--- config.mk ---
export PLATFORM = sky130hd
export DESIGN_NAME = ni_packetizer
export DESIGN_NICKNAME = d
export VERILOG_FILES = /design/src/rtl/ni_packetizer.sv
export SDC_FILE = /design/constraint.sdc
export NUM_CORES = 1
export LEC_CHECK = 0
export BUFFER_PORTS_ARGS = -buffer_cell sky130_fd_sc_hd__buf_2
export CORE_MARGIN = 10
export CORE_UTILIZATION = 40
export DETAILED_ROUTE_END_ITERATION = 6
export GPL_TIMING_DRIVEN = 1
export PLACE_DENSITY = 0.67
export SYNTH_ARGS = -nofsm -noshare
export SYNTH_HDL_FRONTEND = slang
export SYNTH_SLANG_ARGS = --single-unit
--- constraint.sdc ---
create_clock -name clk -period 1.9 [get_ports clk]
set_clock_uncertainty 0.1 [all_clocks]
set_input_delay 0.38 -clock clk [delete_from_list [all_inputs] [get_ports clk]]
set_output_delay 0.38 -clock clk [all_outputs]
set_load 0.03 [all_outputs]
--- src/rtl/ni_packetizer.sv ---
// ni_packetizer: frames a message into FF, dest, len, payload, 00 flits with 7D byte stuffing.
module ni_packetizer #(
  parameter int LEN_W = 4
) (
  input  logic             clk,
  input  logic             reset,
  input  logic             msg_valid,
  output logic             msg_ready,
  input  logic [7:0]       msg_dest,
  input  logic [LEN_W-1:0] msg_len,
  input  logic             pay_valid,
  output logic             pay_ready,
  input  logic [7:0]       pay_data,
  output logic [7:0]       out_data,
  output logic             out_valid,
  input  logic             out_ready,
  output logic             busy
);
  localparam logic [2:0] IDLE = 3'd0;
  localparam logic [2:0] HEAD = 3'd1;
  localparam logic [2:0] DEST = 3'd2;
  localparam logic [2:0] LEN  = 3'd3;
  localparam logic [2:0] PAY  = 3'd4;
  localparam logic [2:0] ESC  = 3'd5;
  localparam logic [2:0] TAIL = 3'd6;
  logic [2:0]       state_q, state_d, ret_q, ret_d, cur, nf;
  logic [7:0]       dest_q, dest_d, esc_q, esc_d, out_data_q, out_data_d, b;
  logic [LEN_W-1:0] len_q, len_d, cnt_q, cnt_d, cnt_nx;
  logic             out_valid_q, out_valid_d, adv, ld, spec;
  // State names the field loaded next; acceptance loads the head straight away.
  assign adv       = !out_valid_q || out_ready;
  assign cur       = (state_q == IDLE && msg_valid) ? HEAD : state_q;
  assign cnt_nx    = cnt_q + 1'b1;
  assign msg_ready = state_q == IDLE;
  assign pay_ready = state_q == PAY && adv;
  assign busy      = state_q != IDLE;
  assign out_data  = out_data_q;
  assign out_valid = out_valid_q;
  always_comb begin
    state_d     = state_q;
    ret_d       = ret_q;
    dest_d      = dest_q;
    len_d       = len_q;
    esc_d       = esc_q;
    cnt_d       = cnt_q;
    out_data_d  = out_data_q;
    out_valid_d = out_valid_q && !out_ready;
    ld          = 1'b0;
    b           = 8'h00;
    nf          = state_q;
    if (adv)
      case (cur)
        HEAD: begin
          out_data_d  = 8'hFF;
          out_valid_d = 1'b1;
          dest_d      = msg_dest;
          len_d       = msg_len;
          cnt_d       = '0;
          state_d     = DEST;
        end
        DEST: begin
          ld = 1'b1;
          b  = dest_q;
          nf = LEN;
        end
        LEN: begin
          ld = 1'b1;
          b  = 8'(len_q);
          nf = (len_q == '0) ? TAIL : PAY;
        end
        PAY: begin
          ld    = pay_valid;
          b     = pay_data;
          nf    = (cnt_nx == len_q) ? TAIL : PAY;
          cnt_d = pay_valid ? cnt_nx : cnt_q;
        end
        ESC: begin
          out_data_d  = esc_q;
          out_valid_d = 1'b1;
          state_d     = ret_q;
        end
        // 00 only ever appears unstuffed as the tail, so it marks the tail as loaded.
        TAIL: begin
          if (out_valid_q && out_data_q == 8'h00) state_d = IDLE;
          else begin
            out_data_d  = 8'h00;
            out_valid_d = 1'b1;
          end
        end
        default: ;
      endcase
    spec = b == 8'hFF || b == 8'h00 || b == 8'h7D;
    if (ld) begin
      out_valid_d = 1'b1;
      out_data_d  = spec ? 8'h7D : b;
      esc_d       = b ^ 8'h20;
      ret_d       = nf;
      state_d     = spec ? ESC : nf;
    end
  end
  always_ff @(posedge clk) begin
    if (reset) begin
      state_q     <= IDLE;
      ret_q       <= IDLE;
      dest_q      <= 8'h00;
      len_q       <= '0;
      esc_q       <= 8'h00;
      cnt_q       <= '0;
      out_data_q  <= 8'h00;
      out_valid_q <= 1'b0;
    end else begin
      state_q     <= state_d;
      ret_q       <= ret_d;
      dest_q      <= dest_d;
      len_q       <= len_d;
      esc_q       <= esc_d;
      cnt_q       <= cnt_d;
      out_data_q  <= out_data_d;
      out_valid_q <= out_valid_d;
    end
  end
endmodule
==> flow_summary.toml <==
[outcome]
status = "finished, violations left"
violations = "negative setup slack"

[timing]
min_period_over_period_pct = 110.8
holdWs_ns = 0.2258
grt_setup_unrepaired = "yes"
slew_headroom_pct = 67.64
clock.fmax_ghz = 0.4750
drv_slew = 0
finalCriticalPeriod_ns = 2.105
worst_pin_slew_ns = 0.4791
hold_viol_final = 0
setup_violations = 11
setup_ws_ns = -0.2052

[clocking]
cts_root_buf = "clkbuf_8"
clk_latency_ns = 0.29
htreeDepth = 2
cts_tree = "yes"
clk_pin_slew_ns = 0.08
cts_sinks = 39
cts.path.max_buffers = 2
hold_buffers = 0
numCtsBuffers = 5

[layout]
area_growth_pct = 51.08
num_antenna_cells = 0
seqCellArea_um2 = 792.0
fin_nets = 397
fin_cells = 442
multi_input_area_um2 = 1416
fillCellCount = 443
final_util_pct = 61.95
drive_above_1_share_pct = 41.67

[die]
die_area_um2 = 8530
die_w_um = 92.36
die_h_um = 92.36
rows = 26
core_um2 = 5107
start_util_pct = 41.01
num_io_pins = 37

[grt]
grt_max_degree = 22
grt_usage_pct = 15.57
grt_pass1_vias = 2323
grt_overflow = 0
antenna_found_initial = 0
grt_pass1_wl_um = 11070

[placement]
dpl_worst_slack_ns = -0.2013
hpwl_um = 4714
dpl.cell_count = 425
place_congestion = 0.9639
port_buffers = 36

[setup_path]
path_max_fanout = 5
required_ns = 1.98
critPathArrivalTime_ns = 2.18
cp-startpoint = "state_q[1]$_SDFFE_PP0P_"
crit_path_max_incr_delay_ns = 0.54
path_delay_family = "simple AND/OR/NAND/NOR gates"
worstSetupPathType = "reg -> reg"
path_buf_inv = 2
slowest_stage = "or4_4"
cp_common_cell = "buf_6"
timing.rr.start = "state_q[1]$_SDFFE_PP0P_"
crit_chain = "buf_6 > nor3b_4 > buf_6 > nand2_2 > o21ai_2 > or4_4 > o22ai_4 > a21oi_4 > a41o_1"
start_kind = "flip-flop"
endpoint_kind = "flip-flop"

[detailed_routing]
drt-initial-drc-count = 220
dr.pass1.iters = 4
final_antenna_net_count = 0
route.detailed.drc = 0
routedWlPerCell_um = 15.67
totalWireLength_um = 6927
vias = 2371
vias_per_cell = 5.364

[power_and_ir_drop]
powerDensity_nw_per_um2 = 1679
ir_drop_mv = 0.7446
p_leak_nw = 1.362

[logic_synthesis]
synthesis.area_um2 = 2095
synth.avg_cell_area_um2 = 7.589
synthTopCellsByArea = "dfxtp_1 (37%), nand2_1 (11%), a21oi_1 (7.4%)"
ys_types = 41
ys_ff_latch = 39
seq_area_frac_synth_pct = 37.28
ys_warn_count = 0
synth_top_area_share_pct = 37.28
synth_nets = 302
synthCells = 276
synth_top_cell_by_area = "dfxtp_1"

[min_path]
holdCritStartpoint = "msg_dest[0]"
holdCritPathClass = "in -> reg"

[job]
cap_violations = 0
==> tightest hold or removal path, cell delays in order <==
cell and delay (ns):
buf_2 0.09, nand2_1 0.04, a21oi_1 0.05
==> layer usage <==
metal / GRT usage (%) / part of all wire, %
met3: 2.825 / 5.8
met5: 0 / 0
met4: 5.270 / 2.3
met1: 18.65 / 42
met2: 27.29 / 50
==> repair_timing <==
item	4_1_cts	5_1_grt
buffers inserted	7	3
gates resized for setup	35	24
setup endpoints to repair	17	17
pin swaps	8	8
==> cells in the mapped netlist <==
| cell | number |
|---|---|
| and3_1 | 1 |
| a41o_1 | 2 |
| nor3_1 | 9 |
| o2bb2ai_1 | 2 |
| and4_1 | 1 |
| clkbuf_1 | 11 |
| o21ai_0 | 11 |
| a311oi_1 | 2 |
| nor4_1 | 2 |
| o22ai_1 | 5 |
| a211oi_1 | 4 |
| nor3b_4 | 1 |
| o22ai_2 | 1 |
| xor2_1 | 2 |
| inv_1 | 5 |
| o21ai_1 | 4 |
| xnor2_1 | 4 |
| a21oi_2 | 2 |
| buf_2 | 3 |
| nor2_1 | 19 |
| mux2_2 | 3 |
| o41ai_1 | 1 |
| ha_1 | 1 |
| a21boi_0 | 4 |
| dfxtp_1 | 39 |
| nand2b_1 | 4 |
| a22oi_2 | 1 |
| nand2_1 | 61 |
| buf_4 | 3 |
| nand3_1 | 7 |
| or4_4 | 1 |
| a211o_1 | 7 |
| a21oi_1 | 31 |
| a31oi_1 | 3 |
| nor3b_1 | 1 |
| nor2b_1 | 5 |
| mux2i_1 | 5 |
| a22oi_1 | 3 |
| a31o_1 | 1 |
| and2_1 | 3 |
| o211ai_1 | 1 |
==> per-stage QoR <==
step	total power [W]	setup TNS [ns]	area, µm²
after floorplan	0.002882	-0.4786	2105
after global placement	0.003990	-1.424	2746
after detailed placement	0.004015	-1.947	2746
after CTS	0.004988	-1.187	3038
after global routing	0.005647	-2.299	3164
final	0.005313	-1.412	3164
==> path summary, 6_finish.rpt <==
path,to,slack (ns),cells after the start
worst max register to register,out_data[7]$_SDFFE_PP0P_,-0.21,9
worst min register to register,esc_q[0]$_SDFFE_PP0N_,0.35,2
worst max-delay path,out_data[7]$_SDFFE_PP0P_,-0.21,9
worst min-delay path,dest_q[0]$_SDFFE_PP0P_,0.23,3
==> sequential cells by signal, summed over array words and instances (netlist names) <==
name	cells
dest_q	8
esc_q	8
out_data	8
cnt_q	4
len_q	4
ret_q	3
state_q	3
out_valid	1
==> cells in the final DEF (no fill, tap or decap), types with 5 or more instances in the layout <==
master,count
nand2_1,57
buf_4,57
dfxtp_1,36
buf_2,35
a21oi_1,30
nor2_1,19
buf_6,13
o21ai_0,10
a211o_1,7
clkbuf_8,7
nor3_1,6
inv_1,5
nand3_1,5
==> cells by family after synthesis <==
group / synth area share (%)
simple gates: 24.85
buf+inv: 4.659
flops: 37.28
mux: 4.002
compound gates: 26.11
xor+xnor: 2.509
fa+ha+maj: 0.5973
==> where the power goes <==
part	internal, W	switching, W
clock network	0.000331	0.000283
logic	0.00162	0.00181
registers	0.00106	0.000211
total	0.00301	0.00230
==> layout make-up <==
type                            instances  share of cell area (%)
Clock buffer                            8                   3.163
Inverter                                5                  0.5931
Multi-Input combinational cell        215                   44.76
Sequential cell                        39                   25.03
Tap cell                               70                   2.768
Timing Repair Buffer                  105                   23.69
(Power assumes the default switching activity.)
